--- src/rtl/isa_pkg.sv ---
// Shared ISA definitions for the decode stage: ALU operation codes, run-type
// opcodes, FSM states and the decoded control word.
package isa_pkg;

  typedef enum logic [4:0] {
    ALU_AND  = 5'd0,
    ALU_XOR  = 5'd1,
    ALU_OR   = 5'd2,
    ALU_SHL  = 5'd3,
    ALU_SHR  = 5'd4,
    ALU_ADD  = 5'd5,
    ALU_SUB  = 5'd6,
    ALU_BLT  = 5'd7,
    ALU_BGT  = 5'd8,
    ALU_BEQ  = 5'd9,
    ALU_USUB = 5'd10,
    ALU_SLT  = 5'd11,
    ALU_SGT  = 5'd12,
    ALU_UADD = 5'd13,
    ALU_NOP  = 5'd31
  } alu_op_e;

  typedef enum logic [4:0] {
    OP_IMM    = 5'd0,
    OP_LOAD   = 5'd1,
    OP_STORE  = 5'd2,
    OP_ADD    = 5'd3,
    OP_SUB    = 5'd4,
    OP_XOR    = 5'd5,
    OP_OR     = 5'd6,
    OP_AND    = 5'd7,
    OP_BRANCH = 5'd8,
    OP_BEQ    = 5'd9,
    OP_BLT    = 5'd10,
    OP_BGT    = 5'd11,
    OP_SHL    = 5'd12,
    OP_SHR    = 5'd13,
    OP_USUB   = 5'd14,
    OP_SLT    = 5'd15,
    OP_SGT    = 5'd16,
    OP_UADD   = 5'd17
  } opcode_e;

  localparam int OP_MAX = 17;

  typedef enum logic [1:0] {
    IDLE,
    ISSUE,
    WAIT
  } state_e;

  typedef struct packed {
    logic    branch;
    logic    mem_to_reg;
    logic    mem_write;
    logic    reg_write;
    logic    put_en;
    logic    op_en;
    logic    imm_to_reg;
    logic    illegal;
    alu_op_e alu_op;
  } ctrl_t;

  localparam ctrl_t CTRL_RESET = '{
    branch:     1'b0,
    mem_to_reg: 1'b0,
    mem_write:  1'b0,
    reg_write:  1'b0,
    put_en:     1'b0,
    op_en:      1'b0,
    imm_to_reg: 1'b0,
    illegal:    1'b0,
    alu_op:     ALU_NOP
  };

  // Load and store words need memory bubbles after they issue.
  function automatic logic is_mem(input ctrl_t c);
    return c.mem_to_reg | c.mem_write;
  endfunction

endpackage

--- src/rtl/decode_stage_if.sv ---
// Handshake and control-word bundle between the fetch side, the decode
// stage and the execute side.
interface decode_stage_if #(
  parameter int IW  = 9,
  parameter int PCW = 12
);

  logic           in_valid;
  logic           in_ready;
  logic [IW-1:0]  instruction;
  logic [PCW-1:0] instr_ROM_ctr;

  logic           out_valid;
  logic           out_ready;
  logic           branchFlag;
  logic           memToRegFlag;
  logic           memWriteFlag;
  logic           regWriteFlag;
  logic           putEn;
  logic           opEn;
  logic           immtoRegFlag;
  logic           illegal;
  logic [4:0]     ALUOp;
  logic [IW-2:0]  value;
  logic [PCW-1:0] control_ctr;

  modport master (
    output in_valid, instruction, instr_ROM_ctr, out_ready,
    input  in_ready, out_valid, branchFlag, memToRegFlag, memWriteFlag,
           regWriteFlag, putEn, opEn, immtoRegFlag, illegal, ALUOp,
           value, control_ctr
  );

  modport slave (
    input  in_valid, instruction, instr_ROM_ctr, out_ready,
    output in_ready, out_valid, branchFlag, memToRegFlag, memWriteFlag,
           regWriteFlag, putEn, opEn, immtoRegFlag, illegal, ALUOp,
           value, control_ctr
  );

endinterface

--- src/rtl/decode_table.sv ---
// Purely combinational map from the type bit and opcode field of an
// instruction to its control word.
module decode_table
  import isa_pkg::*;
#(
  parameter int OPW = 5
) (
  input  logic [OPW:0] fields,
  output ctrl_t        ctrl
);

  logic [OPW-1:0] opcode;

  assign opcode = fields[OPW:1];

  // Put words ignore the opcode; run words outside the table are illegal.
  always_comb begin
    ctrl = CTRL_RESET;
    if (fields[0]) begin
      ctrl.put_en = 1'b1;
    end else if (int'(opcode) > OP_MAX) begin
      ctrl.illegal = 1'b1;
    end else begin
      ctrl.op_en     = 1'b1;
      ctrl.reg_write = 1'b1;
      case (opcode_e'(5'(opcode)))
        OP_IMM:    ctrl.imm_to_reg = 1'b1;
        OP_LOAD:   ctrl.mem_to_reg = 1'b1;
        OP_STORE: begin
          ctrl.mem_write = 1'b1;
          ctrl.reg_write = 1'b0;
        end
        OP_ADD:    ctrl.alu_op = ALU_ADD;
        OP_SUB:    ctrl.alu_op = ALU_SUB;
        OP_XOR:    ctrl.alu_op = ALU_XOR;
        OP_OR:     ctrl.alu_op = ALU_OR;
        OP_AND:    ctrl.alu_op = ALU_AND;
        OP_BRANCH: begin
          ctrl.branch    = 1'b1;
          ctrl.reg_write = 1'b0;
        end
        OP_BEQ: begin
          ctrl.alu_op    = ALU_BEQ;
          ctrl.reg_write = 1'b0;
        end
        OP_BLT: begin
          ctrl.alu_op    = ALU_BLT;
          ctrl.reg_write = 1'b0;
        end
        OP_BGT: begin
          ctrl.alu_op    = ALU_BGT;
          ctrl.reg_write = 1'b0;
        end
        OP_SHL:    ctrl.alu_op = ALU_SHL;
        OP_SHR:    ctrl.alu_op = ALU_SHR;
        OP_USUB:   ctrl.alu_op = ALU_USUB;
        OP_SLT: begin
          ctrl.alu_op    = ALU_SLT;
          ctrl.reg_write = 1'b0;
        end
        OP_SGT: begin
          ctrl.alu_op    = ALU_SGT;
          ctrl.reg_write = 1'b0;
        end
        OP_UADD:   ctrl.alu_op = ALU_UADD;
        default:   ctrl = CTRL_RESET;
      endcase
    end
  end

endmodule

--- src/rtl/decode_stage.sv ---
// Decode stage: one-deep registered issue slot in front of execute, with
// memory bubbles after load/store and suppression of repeated PCs.
module decode_stage
  import isa_pkg::*;
#(
  parameter int IW       = 9,
  parameter int OPW      = 5,
  parameter int PCW      = 12,
  parameter int MEM_WAIT = 1,
  parameter int DEDUP    = 1
) (
  input logic           clk,
  input logic           reset_n,
  decode_stage_if.slave bus
);

  localparam int            CW       = (MEM_WAIT > 2) ? $clog2(MEM_WAIT) : 1;
  localparam logic [CW-1:0] CNT_INIT = CW'((MEM_WAIT > 0) ? MEM_WAIT - 1 : 0);

  state_e         state;
  state_e         state_next;
  logic [CW-1:0]  cnt;
  logic [PCW-1:0] last_pc;
  logic           last_valid;
  logic           alive;
  ctrl_t          dec;
  ctrl_t          ctrl_q;
  logic [IW-2:0]  value_q;
  logic [PCW-1:0] ctr_q;
  logic           ready;
  logic           accept;
  logic           dup;
  logic           issue;
  logic           go_wait;

  decode_table #(.OPW(OPW)) u_table (
    .fields (bus.instruction[OPW:0]),
    .ctrl   (dec)
  );

  assign dup = (DEDUP != 0) && last_valid && (bus.instr_ROM_ctr == last_pc);

  // A repeated PC is consumed but never issued, so from ISSUE it drops to IDLE.
  always_comb begin
    state_next = state;
    ready      = 1'b0;
    go_wait    = 1'b0;
    case (state)
      IDLE:    ready = alive;
      ISSUE:   ready = bus.out_ready && !is_mem(ctrl_q);
      default: ready = 1'b0;
    endcase
    accept = ready && bus.in_valid;
    issue  = accept && !dup;
    case (state)
      IDLE: begin
        if (issue) state_next = ISSUE;
      end
      ISSUE: begin
        if (bus.out_ready) begin
          if (is_mem(ctrl_q) && (MEM_WAIT > 0)) begin
            state_next = WAIT;
            go_wait    = 1'b1;
          end else if (issue) begin
            state_next = ISSUE;
          end else begin
            state_next = IDLE;
          end
        end
      end
      WAIT: begin
        if (cnt == '0) state_next = IDLE;
      end
      default: state_next = IDLE;
    endcase
  end

  // alive holds off in_ready until the first edge after reset release.
  always_ff @(posedge clk or negedge reset_n) begin
    if (!reset_n) begin
      state      <= IDLE;
      alive      <= 1'b0;
      cnt        <= '0;
      last_pc    <= '0;
      last_valid <= 1'b0;
      ctrl_q     <= CTRL_RESET;
      value_q    <= '0;
      ctr_q      <= '0;
    end else begin
      state <= state_next;
      alive <= 1'b1;
      if (accept) begin
        last_pc    <= bus.instr_ROM_ctr;
        last_valid <= 1'b1;
      end
      if (issue) begin
        ctrl_q  <= dec;
        value_q <= bus.instruction[IW-1:1];
        ctr_q   <= bus.instr_ROM_ctr;
      end
      if (go_wait) begin
        cnt <= CNT_INIT;
      end else if ((state == WAIT) && (cnt != '0)) begin
        cnt <= cnt - 1'b1;
      end
    end
  end

  assign bus.in_ready     = ready;
  assign bus.out_valid    = (state == ISSUE);
  assign bus.branchFlag   = ctrl_q.branch;
  assign bus.memToRegFlag = ctrl_q.mem_to_reg;
  assign bus.memWriteFlag = ctrl_q.mem_write;
  assign bus.regWriteFlag = ctrl_q.reg_write;
  assign bus.putEn        = ctrl_q.put_en;
  assign bus.opEn         = ctrl_q.op_en;
  assign bus.immtoRegFlag = ctrl_q.imm_to_reg;
  assign bus.illegal      = ctrl_q.illegal;
  assign bus.ALUOp        = ctrl_q.alu_op;
  assign bus.value        = value_q;
  assign bus.control_ctr  = ctr_q;

endmodule
--- src/flat_wrapper.sv ---
// flat-port wrapper written by rule: the top's interface ports become plain ports
module decode_stage_flat import isa_pkg::*;
#(
  parameter int IW       = 9,
  parameter int OPW      = 5,
  parameter int PCW      = 12,
  parameter int MEM_WAIT = 1,
  parameter int DEDUP    = 1
)
  (clk, reset_n, bus_in_valid, bus_instruction, bus_instr_ROM_ctr, bus_out_ready, bus_in_ready, bus_out_valid, bus_branchFlag, bus_memToRegFlag, bus_memWriteFlag, bus_regWriteFlag, bus_putEn, bus_opEn, bus_immtoRegFlag, bus_illegal, bus_ALUOp, bus_value, bus_control_ctr);
  decode_stage_if #(.IW(IW), .PCW(PCW)) bus_i ();
  input logic clk;
  input logic reset_n;
  input wire logic [$bits(bus_i.in_valid)-1:0] bus_in_valid;
  input wire logic [$bits(bus_i.instruction)-1:0] bus_instruction;
  input wire logic [$bits(bus_i.instr_ROM_ctr)-1:0] bus_instr_ROM_ctr;
  input wire logic [$bits(bus_i.out_ready)-1:0] bus_out_ready;
  output wire logic [$bits(bus_i.in_ready)-1:0] bus_in_ready;
  output wire logic [$bits(bus_i.out_valid)-1:0] bus_out_valid;
  output wire logic [$bits(bus_i.branchFlag)-1:0] bus_branchFlag;
  output wire logic [$bits(bus_i.memToRegFlag)-1:0] bus_memToRegFlag;
  output wire logic [$bits(bus_i.memWriteFlag)-1:0] bus_memWriteFlag;
  output wire logic [$bits(bus_i.regWriteFlag)-1:0] bus_regWriteFlag;
  output wire logic [$bits(bus_i.putEn)-1:0] bus_putEn;
  output wire logic [$bits(bus_i.opEn)-1:0] bus_opEn;
  output wire logic [$bits(bus_i.immtoRegFlag)-1:0] bus_immtoRegFlag;
  output wire logic [$bits(bus_i.illegal)-1:0] bus_illegal;
  output wire logic [$bits(bus_i.ALUOp)-1:0] bus_ALUOp;
  output wire logic [$bits(bus_i.value)-1:0] bus_value;
  output wire logic [$bits(bus_i.control_ctr)-1:0] bus_control_ctr;
  assign bus_i.in_valid = bus_in_valid;
  assign bus_i.instruction = bus_instruction;
  assign bus_i.instr_ROM_ctr = bus_instr_ROM_ctr;
  assign bus_i.out_ready = bus_out_ready;
  assign bus_in_ready = bus_i.in_ready;
  assign bus_out_valid = bus_i.out_valid;
  assign bus_branchFlag = bus_i.branchFlag;
  assign bus_memToRegFlag = bus_i.memToRegFlag;
  assign bus_memWriteFlag = bus_i.memWriteFlag;
  assign bus_regWriteFlag = bus_i.regWriteFlag;
  assign bus_putEn = bus_i.putEn;
  assign bus_opEn = bus_i.opEn;
  assign bus_immtoRegFlag = bus_i.immtoRegFlag;
  assign bus_illegal = bus_i.illegal;
  assign bus_ALUOp = bus_i.ALUOp;
  assign bus_value = bus_i.value;
  assign bus_control_ctr = bus_i.control_ctr;
  decode_stage #(.IW(IW), .OPW(OPW), .PCW(PCW), .MEM_WAIT(MEM_WAIT), .DEDUP(DEDUP)) u_core (.clk(clk), .reset_n(reset_n), .bus(bus_i));
endmodule
--- config.mk ---
export PLATFORM = sky130hd
export DESIGN_NAME = decode_stage_flat
export DESIGN_NICKNAME = d
export VERILOG_FILES = /design/src/rtl/isa_pkg.sv /design/src/rtl/decode_stage_if.sv /design/src/rtl/decode_table.sv /design/src/rtl/decode_stage.sv /design/src/flat_wrapper.sv
export SDC_FILE = /design/constraint.sdc
export NUM_CORES = 1
export LEC_CHECK = 0
export BUFFER_PORTS_ARGS = -buffer_cell sky130_fd_sc_hd__buf_4
export CAP_MARGIN = 0
export CORE_MARGIN = 1
export CORE_UTILIZATION = 50
export CTS_CLUSTER_SIZE = 40
export DETAILED_ROUTE_END_ITERATION = 8
export HOLD_SLACK_MARGIN = 0.03
export PLACE_DENSITY = 0.8
export SLEW_MARGIN = 20
export SYNTH_ARGS = -nofsm -noshare
export SYNTH_HDL_FRONTEND = slang
export SYNTH_SLANG_ARGS = --single-unit
--- constraint.sdc ---
create_clock -name clk -period 3.4 [get_ports clk]
set_input_delay 0.34 -clock clk [delete_from_list [all_inputs] [get_ports clk]]
set_output_delay 0.34 -clock clk [all_outputs]
set_load 0.01 [all_outputs]
==> results by group, run 1 <==
Status
  • Status: completed

Power and ir drop
  • Pleak: 1.358 nW
  • Pwr Density: 581.0 nW/um^2
  • Worst-case vdd ir drop: 294.4 uV

Worst setup path
  • CP required: 3590 ps
  • Reg2Reg Setup Slack: 1050 ps
  • CP max FO: 19
  • Worst Setup SP: u_core.last_pc[0]$_DFFE_PN0P_
  • Crit Path Class: reg -> reg
  • Worst reg-to-reg path cell count: 6
  • R2r endpoint: u_core.bus.control_ctr[6]$_DFFE_PN0P_
  • Worst path arrival time: 2540 ps
  • Crit path capture type: flip-flop
  • Worst reg2reg path startpoint: u_core.last_pc[0]$_DFFE_PN0P_
  • Critical path launch point type: flip-flop

Detailed routing
  • Iteration-0 DRC Markers: 68
  • DR pass1 iterations: 4
  • Vias per inst: 5.378
  • Routed Wire Length: 4479 um
  • Via count: 1592
  • Drt wl/cell: 15.13 um
  • Remaining antenna violation count: 0
  • DR DRC count: 0

Final layout
  • Nets: 268
  • Area Growth Syn to Fin: 23.73%
  • Most common cell after layout, fill and taps aside: buf_4
  • Layout fillers: 351
  • Most frequent cells in the layout: 60 x buf_4, 45 x dfrtp_1, 27 x mux2_4, 13 x mux2_2, 12 x xnor2_1
  • Layout cell share with drive strength beyond 1: 48.77%
  • N_diodes: 0
  • Final Instance Count excl. Fillers: 296

STA
  • Clk_skew: 7.999 ps
  • Slew @ Worst Pin: 798.6 ps
  • Fin. Hold Viols: 0
  • Final setup vio count: 0
  • Period utilisation layout: 69.05%
  • Slew Limit Fails: 0
  • Fmax achieved: 426.0 MHz
  • Tmin final: 2348 ps
  • TNS Setup: 0 ps
  • RSZ-0062 raised after global routing: false
  • Slew HR: 46.63%

Clock tree
  • Htree depth: 2
  • Resized cells post-CTS: 0
  • CTS Buffer Depth: 2
  • Setup bufs post-CTS: 0
  • Root Buffer: clkbuf_8
  • TritonCTS Buffers: 5
  • Clk slew on worst S/H paths: 90 ps
  • Clock Latency Late Sink: 310 ps
  • CTS Sinks: 50
  • CTS hold repair buffers: 0
  • CTS tree: yes

Synthesis
  • Cell count after synthesis: 186
  • Post-synth cell types: 35
  • Avg Cell Area, Syn: 13.01 um^2
  • Netlist Area Pre-Place: 2420 um^2
  • Sequential fraction of the synthesis area: 51.96%
  • Synth warn: 0
  • Syn Nets: 211
  • Synthesis-stage register bit count: 50

Global routing
  • Global Route Usage Sum: 18.94%
  • GR Overflow Total: 0
  • Number of global-route vias before repair: 1531
  • Largest net degree at the start of global routing: 51
  • Antenna violations before repair: 0
  • First-pass GRT wire length: 7376 um

Worst hold path
  • Worst min path class: in -> async

Floorplan
  • Core Region: 4504 um^2
  • Die area: 5122 um^2
  • Die Height: 71.57 um
  • Num ports: 60
  • Die W: 71.57 um
  • Rows: 24
  • Initial Utilization: 53.72%

Place
  • Post-DP HPWL: 2964 um
  • Port Buffers: 59
  • Global placement routability congestion: 0.6954
  • Post-Place Cells: 287

Flow run
  • Max_cap viols: 0
==> worst max-delay path, cell delays in order, from the launching register on <==
cell and delay, ps:
dfrtp_1 410, xnor2_1 180, nand4_1 160, nor4_4 630, nor2_4 300, buf_16 250
mux2_4 290
==> routing by layer <==
layer	vias up	track usage, %	routed length [um]	share of wire (%)
li1	762	-	-	-
met1	779	26.95	2137	48
met2	46	28.15	2063	46
met3	5	4.501	196	4.4
met4	0	7.843	82	1.8
met5	-	0	0	0
==> area by class of cell <==
cell class	instances	area, um^2	share of cell area [%]
Inverter	2	7.507	0.2507
Multi-Input combinational cell	123	1091	36.44
Clock buffer	6	82.58	2.758
Tap cell	52	65.06	2.173
Timing Repair Buffer	61	478.0	15.96
Clock inverter	2	12.51	0.4179
Sequential cell	50	1257	42.00
==> cell usage after synthesis <==
cell type / instances / area (um^2)
dfstp_2: 5 / 131.4
mux2_4: 27 / 405.4
o22a_2: 3 / 30.03
conb_1: 1 / 3.750
nor2_4: 1 / 11.26
xor2_1: 2 / 17.52
nand4_1: 2 / 12.51
o21a_1: 1 / 7.510
buf_6: 3 / 33.78
nand4b_1: 1 / 8.760
nand4bb_1: 1 / 11.26
o41ai_1: 1 / 8.760
nor2_1: 6 / 22.52
mux2_2: 13 / 146.4
inv_1: 2 / 7.510
xnor2_1: 12 / 105.1
dfrtp_1: 45 / 1126
o31ai_1: 1 / 7.510
nand2b_1: 4 / 25.02
a31oi_1: 1 / 6.260
nand3_1: 4 / 20.02
a211o_1: 2 / 17.52
nand3b_1: 3 / 22.52
a21oi_1: 7 / 35.03
o21ai_0: 9 / 45.04
nor2b_1: 3 / 18.77
o22a_1: 1 / 8.760
buf_1: 2 / 7.510
nand2_1: 10 / 37.54
o22ai_1: 1 / 6.260
or3_1: 2 / 12.51
nor3_1: 2 / 10.01
nor4_4: 1 / 21.27
and3_1: 1 / 6.260
clkbuf_1: 6 / 22.52
==> state kept, by name, summed over array words and instances, names as in the netlist, 2 cells and up <==
name	cells
u_core.bus.ALUOp	5
u_core.state	2
u_core.last_pc	12
u_core.bus.value	8
u_core.bus.control_ctr	12
==> per-stage QoR <==
step / setup slack (ps) / utilization (%) / total power, mW / hold slack (ps) / area, um^2
floorplan: 1566 / - / 1.161 / 44.41 / 2420
global placement: 1071 / 63.75 / 1.376 / 395.2 / 2872
detailed placement: 952.3 / 63.75 / 1.389 / 395.5 / 2872
CTS: 942.6 / 65.86 / 1.753 / 54.14 / 2967
global route: 903.4 / 66.47 / 1.833 / 85.75 / 2994
finish: 1052 / 66.47 / 1.740 / 33.58 / 2994
==> worst max path at each step <==
stage,slack [ps],depth (start not counted),endpoint
after global placement,1070,5,u_core.bus.regWriteFlag$_DFFE_PN0P_
final,1050,6,u_core.bus.control_ctr[6]$_DFFE_PN0P_
after CTS,940,5,u_core.bus.regWriteFlag$_DFFE_PN0P_
after floorplan,1570,6,u_core.bus.branchFlag$_DFFE_PN0P_
after detailed placement,950,5,u_core.bus.regWriteFlag$_DFFE_PN0P_
after global routing,900,6,u_core.bus.control_ctr[6]$_DFFE_PN0P_
==> power by group <==
group,internal (mW),leakage [nW],switching (mW)
Sequential,0.737,0.594,0.0839
Clock,0.164,0.0472,0.191
Combinational,0.348,0.717,0.216
Total,1.25,1.36,0.491
==> cells by family after synthesis <==
| group | after synthesis | share of synthesized area [%] |
|---|---|---|
| AO/OA/AOI/OAI | 27 | 7.136 |
| XOR/XNOR | 14 | 5.067 |
| buffers and inverters | 13 | 2.947 |
| flip-flops | 50 | 51.97 |
| multiplexers | 40 | 22.80 |
| other | 1 | 0.1550 |
| AND/OR/NAND/NOR | 41 | 9.928 |
Power figures use the tool's default switching activity.
==> run 2: changes to the inputs <==
==> constraint.sdc (replaced) <==
create_clock -name clk -period 2.4 [get_ports clk]
set_input_delay 0.24 -clock clk [delete_from_list [all_inputs] [get_ports clk]]
set_output_delay 0.24 -clock clk [all_outputs]
set_load 0.01 [all_outputs]
==> results by group, run 2 (same netlist as run 1, synthesis figures left out) <==
Status
  • Status: completed

Floorplan
  • Rows: 24 (unchanged)
  • Die area: 5122 um^2 (unchanged)
  • Die W: 71.57 um (unchanged)
  • Initial Utilization: 53.72% (unchanged)
  • Num ports: 60 (unchanged)
  • Core Region: 4504 um^2 (unchanged)
  • Die Height: 71.57 um (unchanged)

STA
  • RSZ-0062 raised after global routing: false
  • Slew Limit Fails: 0 (unchanged)
  • Slew @ Worst Pin: 617.9 ps (-180.7 ps)
  • TNS Setup: 0 ps (unchanged)
  • Tmin final: 1831 ps (-516.6 ps)
  • Period utilisation layout: 76.29% (+7.2 points)
  • Clk_skew: 8.411 ps (+0.4125 ps)
  • Slew HR: 58.81% (+12 points)
  • Fmax achieved: 546.1 MHz (+28%)
  • Final setup vio count: 0 (unchanged)
  • Fin. Hold Viols: 0 (unchanged)

Worst hold path
  • Worst min path class: in -> reg

Final layout
  • Area Growth Syn to Fin: 23.78% (about the same)
  • Layout fillers: 349 (-0.57%)
  • Layout cell share with drive strength beyond 1: 48.37% (-0.40 points)
  • N_diodes: 0 (unchanged)
  • Nets: 270 (+0.75%)
  • Most frequent cells in the layout: 61 x buf_4, 45 x dfrtp_1, 27 x mux2_4, 13 x mux2_2, 12 x xnor2_1
  • Final Instance Count excl. Fillers: 298 (+0.68%)
  • Most common cell after layout, fill and taps aside: buf_4
  • Post-layout util: 66.50% (about the same)

Worst setup path
  • Critical-path cell list: nand4bb_1, a21oi_1, nand2_1, nor2_4, buf_12, mux2_2
  • CP peak stage delay: 410 ps (-220 ps)
  • CP required: 2600 ps (-990 ps)
  • Crit path capture type: flip-flop
  • Critical path launch point type: flip-flop
  • CP max FO: 31 (+12)
  • Crit Path Class: reg -> reg
  • Worst path arrival time: 2030 ps (-510 ps)
  • Buffer and inverter count on the worst path: 1 (unchanged)
  • CP max-delay cell: dfrtp_1
  • Top delay family on crit path: simple AND/OR/NAND/NOR gates

Power and ir drop
  • Pleak: 1.363 nW (+0.35%)
  • Worst-case vdd ir drop: 488.9 uV (+66%)
  • Pwr Density: 818.6 nW/um^2 (+41%)
  • Total power: 2.452 mW (+41%)

Detailed routing
  • Routed Wire Length: 4595 um (+2.6%)
  • Iteration-0 DRC Markers: 84 (+24%)
  • DR DRC count: 0 (unchanged)
  • Remaining antenna violation count: 0 (unchanged)
  • Drt wl/cell: 15.42 um (+1.9%)
  • Via count: 1633 (+2.6%)
  • Vias per inst: 5.480 (+1.9%)
  • DR pass1 iterations: 4 (unchanged)

Global routing
  • GR Overflow Total: 0 (unchanged)
  • Number of global-route vias before repair: 1623 (+6.0%)
  • Global Route Usage Sum: 19.52% (+0.58 points)
  • Largest net degree at the start of global routing: 51 (unchanged)
  • Antenna violations before repair: 0 (unchanged)
  • First-pass GRT wire length: 7741 um (+4.9%)

Clock tree
  • Resized cells post-CTS: 0 (unchanged)
  • Htree depth: 2 (unchanged)
  • Root Buffer: clkbuf_8
  • Clock Latency Late Sink: 300 ps (about the same)
  • TritonCTS Buffers: 5 (unchanged)
  • CTS Sinks: 50 (unchanged)
  • CTS tree: yes
  • CTS Buffer Depth: 2 (unchanged)
  • Clk slew on worst S/H paths: 90 ps (about the same)

Flow run
  • Max_cap viols: 0 (unchanged)

Place
  • Port Buffers: 59 (unchanged)
  • Post-Place Cells: 289 (+0.70%)
  • Post-DP HPWL: 3085 um (+4.1%)
  • Global placement routability congestion: 0.6978 (+0.35%)
[run 2: changes by cell type in the layout (fill, tap and decap cells not counted)]
cell and change:
buf_16 -1, inv_6 +1, clkbuf_1 +1, dlygate4sd3_1 +1
clkbuf_8 -1, buf_4 +1, buf_12 +1, clkinvlp_4 -1
[run 2: report_power, final]
part | switching, mW | internal (mW) | leakage (nW) | total (mW)
Clock | 0.281 | 0.208 | 0.0456 | 0.490
Sequential | 0.118 | 1.04 | 0.594 | 1.16
Combinational | 0.310 | 0.491 | 0.723 | 0.801
[run 2: per-layer routing]
layer	vias to the layer above	global-route usage (%)	routed length [um]
met5	-	0	0
met4	0	6.536	57
met3	5	4.641	246
met2	55	29.74	2113
met1	809	27.76	2177
li1	764	-	-
[run 2: metrics by stage]
| stage | setup WS, ps | instance area (um^2) | hold WS [ps] |
|---|---|---|---|
| floorplan | 566.3 | 2420 | -55.59 |
| global placement | 618.1 | 2899 | 294.1 |
| detailed placement | 574.3 | 2899 | 296.2 |
| CTS | 557.1 | 2995 | 151.7 |
| global route | 450.9 | 2995 | 157.8 |
| finish | 568.9 | 2995 | 159.1 |
[run 2: layout make-up]
type                    count  area (um^2)  share of cell area [%]
clock buffers               6        72.57                   2.423
clock inverters             2        13.76                  0.4595
inverters                   2        7.507                  0.2506
multi-input cells         123         1091                   36.42
flip-flops and latches     50         1257                   41.98
well taps                  52        65.06                   2.172
repair buffers             63        488.0                   16.29
[run 2: final timing paths]
| path | from | to | slack, ps | cells past startpoint |
|---|---|---|---|---|
| worst max-delay path | u_core.bus.memToRegFlag$_DFFE_PN0P_ | u_core.bus.regWriteFlag$_DFFE_PN0P_ | 570 | 6 |
| worst min-delay path | bus_out_ready | u_core.state[0]$_DFFE_PN0P_ | 160 | 2 |
| worst max register to register | u_core.bus.memToRegFlag$_DFFE_PN0P_ | u_core.bus.regWriteFlag$_DFFE_PN0P_ | 570 | 6 |
| worst min register to register | u_core.last_valid$_DFFE_PN0P_ | u_core.last_valid$_DFFE_PN0P_ | 500 | 1 |
| max in group asynchronous | reset_n | u_core.last_pc[5]$_DFFE_PN0P_ | 1510 | 2 |
| min in group asynchronous | reset_n | u_core.bus.value[3]$_DFFE_PN0P_ | 480 | 2 |
[run 2: repair_timing]
| item | CTS | global route |
|---|---|---|
| endpoints found under the hold margin | 45 | 0 |
| setup buffers | 0 | 0 |
| hold buffers | 1 | 0 |
==> run 3: changes to the inputs <==
==> constraint.sdc (replaced) <==
create_clock -name clk -period 1.8 [get_ports clk]
set_input_delay 0.18 -clock clk [delete_from_list [all_inputs] [get_ports clk]]
set_output_delay 0.18 -clock clk [all_outputs]
set_load 0.01 [all_outputs]
==> results by group, run 3 (same netlist as run 1, synthesis figures left out) <==
Status
  • Status: completed

Power and ir drop
  • Pleak: 1.394 nW (+2.3%)
  • Comb power frac: 32.9% (+0.2 points)
  • Clock share of power: 20.3% (+0.3 points)
  • Seq pwr share: 46.8% (-0.6 points)
  • P_int: 2.371 mW (+36%)
  • Total power: 3.297 mW (+34%)
  • Worst-case vdd ir drop: 474.0 uV (-3.0%)
  • Pwr Density: 1082 nW/um^2 (+32%)
  • Switching pwr: 0.9258 mW (+30%)
  • Sw frac: 28.08% (-0.85 points)

STA
  • Final setup margin: 15.76 ps (-553.2 ps)
  • Fmax achieved: 560.5 MHz (+2.6%)
  • Slew @ Worst Pin: 603.4 ps (-14.49 ps)
  • Fin. Hold Viols: 0 (unchanged)
  • TNS Setup: 0 ps (unchanged)
  • RSZ-0062 raised after global routing: true
  • Period utilisation layout: 99.12% (+23 points)
  • Min Hold Slack: 96.66 ps (-62.47 ps)
  • Slew Limit Fails: 0 (unchanged)
  • Clk_skew: 5.431 ps (-2.980 ps)
  • Tmin final: 1784 ps (-46.82 ps)
  • Slew HR: 59.77% (+0.97 points)
  • Final setup vio count: 0 (unchanged)

Clock tree
  • Clock Latency Late Sink: 300 ps (about the same)
  • CTS Sinks: 50 (unchanged)
  • TritonCTS Buffers: 5 (unchanged)
  • CTS tree: yes
  • Root Buffer: clkbuf_8
  • Htree depth: 2 (unchanged)
  • Setup bufs post-CTS: 0 (unchanged)
  • Clk slew on worst S/H paths: 80 ps (about the same)
  • CTS Buffer Depth: 2 (unchanged)

Worst setup path
  • CP required: 1990 ps (-610 ps)
  • CP peak stage delay: 400 ps (about the same)
  • Top delay family on crit path: simple AND/OR/NAND/NOR gates
  • Buffer and inverter count on the worst path: 1 (unchanged)
  • Critical-path cell list: xnor2_1, nand3_1, nor4_4, nor2_4, buf_12, mux2_4
  • CP max-delay cell: dfrtp_1
  • Critical path launch point type: flip-flop
  • Worst path arrival time: 1970 ps (-60 ps)
  • Crit Path Class: reg -> reg
  • Crit path capture type: flip-flop
  • CP max FO: 22 (-29%)

Worst hold path
  • Worst min path class: in -> reg

Floorplan
  • Die area: 5122 um^2 (unchanged)
  • Die Height: 71.57 um (unchanged)
  • Rows: 24 (unchanged)
  • Die W: 71.57 um (unchanged)
  • Num ports: 60 (unchanged)
  • Initial Utilization: 53.72% (unchanged)
  • Core Region: 4504 um^2 (unchanged)

Place
  • Port Buffers: 59 (unchanged)
  • Post-DP HPWL: 3177 um (+3.0%)
  • Pre-CTS setup slack: 11.36 ps (-562.9 ps)
  • Global placement routability congestion: 0.7160 (+2.6%)

Final layout
  • Seq. cell area: 1257 um^2 (unchanged)
  • Nets: 275 (+1.9%)
  • Most frequent cells in the layout: 66 x buf_4, 45 x dfrtp_1, 28 x mux2_4, 12 x xnor2_1, 12 x mux2_2
  • Area of the multi-input gates: 1101 um^2 (+0.92%)
  • Most common cell after layout, fill and taps aside: buf_4
  • Area Growth Syn to Fin: 25.96%
  • Layout fillers: 343 (-1.7%)
  • Layout cell share with drive strength beyond 1: 50.20% (+1.8 points)
  • N_diodes: 0 (unchanged)

Global routing
  • Largest net degree at the start of global routing: 51 (unchanged)
  • GR Overflow Total: 0 (unchanged)
  • Antenna violations before repair: 0 (unchanged)
  • Number of global-route vias before repair: 1516 (-6.6%)
  • First-pass GRT wire length: 7431 um (-4.0%)
  • Global Route Usage Sum: 19.10% (-0.42 points)

Detailed routing
  • Remaining antenna violation count: 0 (unchanged)
  • Drt wl/cell: 14.90 um (-3.4%)
  • Vias per inst: 5.307 (-3.2%)
  • DR pass1 iterations: 4 (unchanged)
  • DR DRC count: 0 (unchanged)
  • Via count: 1608 (-1.5%)
  • Iteration-0 DRC Markers: 72 (-14%)
  • Routed Wire Length: 4515 um (-1.7%)

Flow run
  • Max_cap viols: 0 (unchanged)
==> run 3: changes by cell type in the layout (fill, tap and decap cells not counted), sizes merged <==
cell / before / now
clkbuf: 6 / 7
buf: 62 / 67
inv: 3 / 2
==> run 3: final timing paths <==
| kind | start | end | slack (ps) | cells after the start |
|---|---|---|---|---|
| max | u_core.last_pc[6]$_DFFE_PN0P_ | u_core.bus.value[4]$_DFFE_PN0P_ | 20 | 6 |
| min | bus_out_ready | u_core.state[0]$_DFFE_PN0P_ | 100 | 2 |
| max reg2reg | u_core.last_pc[6]$_DFFE_PN0P_ | u_core.bus.value[4]$_DFFE_PN0P_ | 20 | 6 |
| min reg2reg | u_core.last_valid$_DFFE_PN0P_ | u_core.last_valid$_DFFE_PN0P_ | 480 | 1 |
| max in group asynchronous | reset_n | u_core.last_pc[3]$_DFFE_PN0P_ | 950 | 2 |
| min in group asynchronous | reset_n | u_core.bus.value[0]$_DFFE_PN0P_ | 450 | 2 |
==> run 3: cell type report <==
cell class	count	share of cell area, %
clock inverters	1	0.1642
repair buffers	68	17.24
multi-input cells	123	36.12
inverters	2	0.2463
clock buffers	7	2.833
well taps	52	2.135
flip-flops and latches	50	41.26
==> run 3: power by group through the flow <==
stage	clock network, mW	logic [mW]	registers, mW
floorplan	0	0.568	1.63
global placement	0	1.07	1.56
detailed placement	0	1.09	1.56
CTS	0.695	1.10	1.55
global route	0.734	1.16	1.58
finish	0.669	1.09	1.54
==> run 3: worst register-to-register path, stage by stage, from the launching register on <==
cell	delay [ps]
dfrtp_1	400
xnor2_1	180
nand3_1	150
nor4_4	370
nor2_4	80
buf_12	180
mux2_4	330
==> run 3: metrics by stage <==
step	util, %	cells	cell area, um^2
4_1_cts	67.53	303	3042
3_5_place_dp	65.28	294	2940
6_report	67.67	303	3048
2_1_floorplan	-	186	2424
3_3_place_gp	65.28	294	2940
5_1_grt	67.67	303	3048
==> run 3: repair_timing <==
| item | 4_1_cts | 5_1_grt |
|---|---|---|
| gates resized for setup | 0 | 2 |
| endpoints found under the hold margin | 45 | 0 |
| endpoints found under the setup margin | 12 | 22 |
| hold buffers | 1 | 0 |
| pin swaps | 1 | 3 |
==> run 3: metal layers <==
| layer | global-route usage [%] | vias to the layer above | share of wire (%) |
|---|---|---|---|
| li1 | - | 779 | - |
| met1 | 26.30 | 779 | 47 |
| met2 | 28.68 | 44 | 47 |
| met3 | 5.345 | 6 | 4.9 |
| met4 | 7.843 | 0 | 1.7 |
| met5 | 0 | - | 0 |
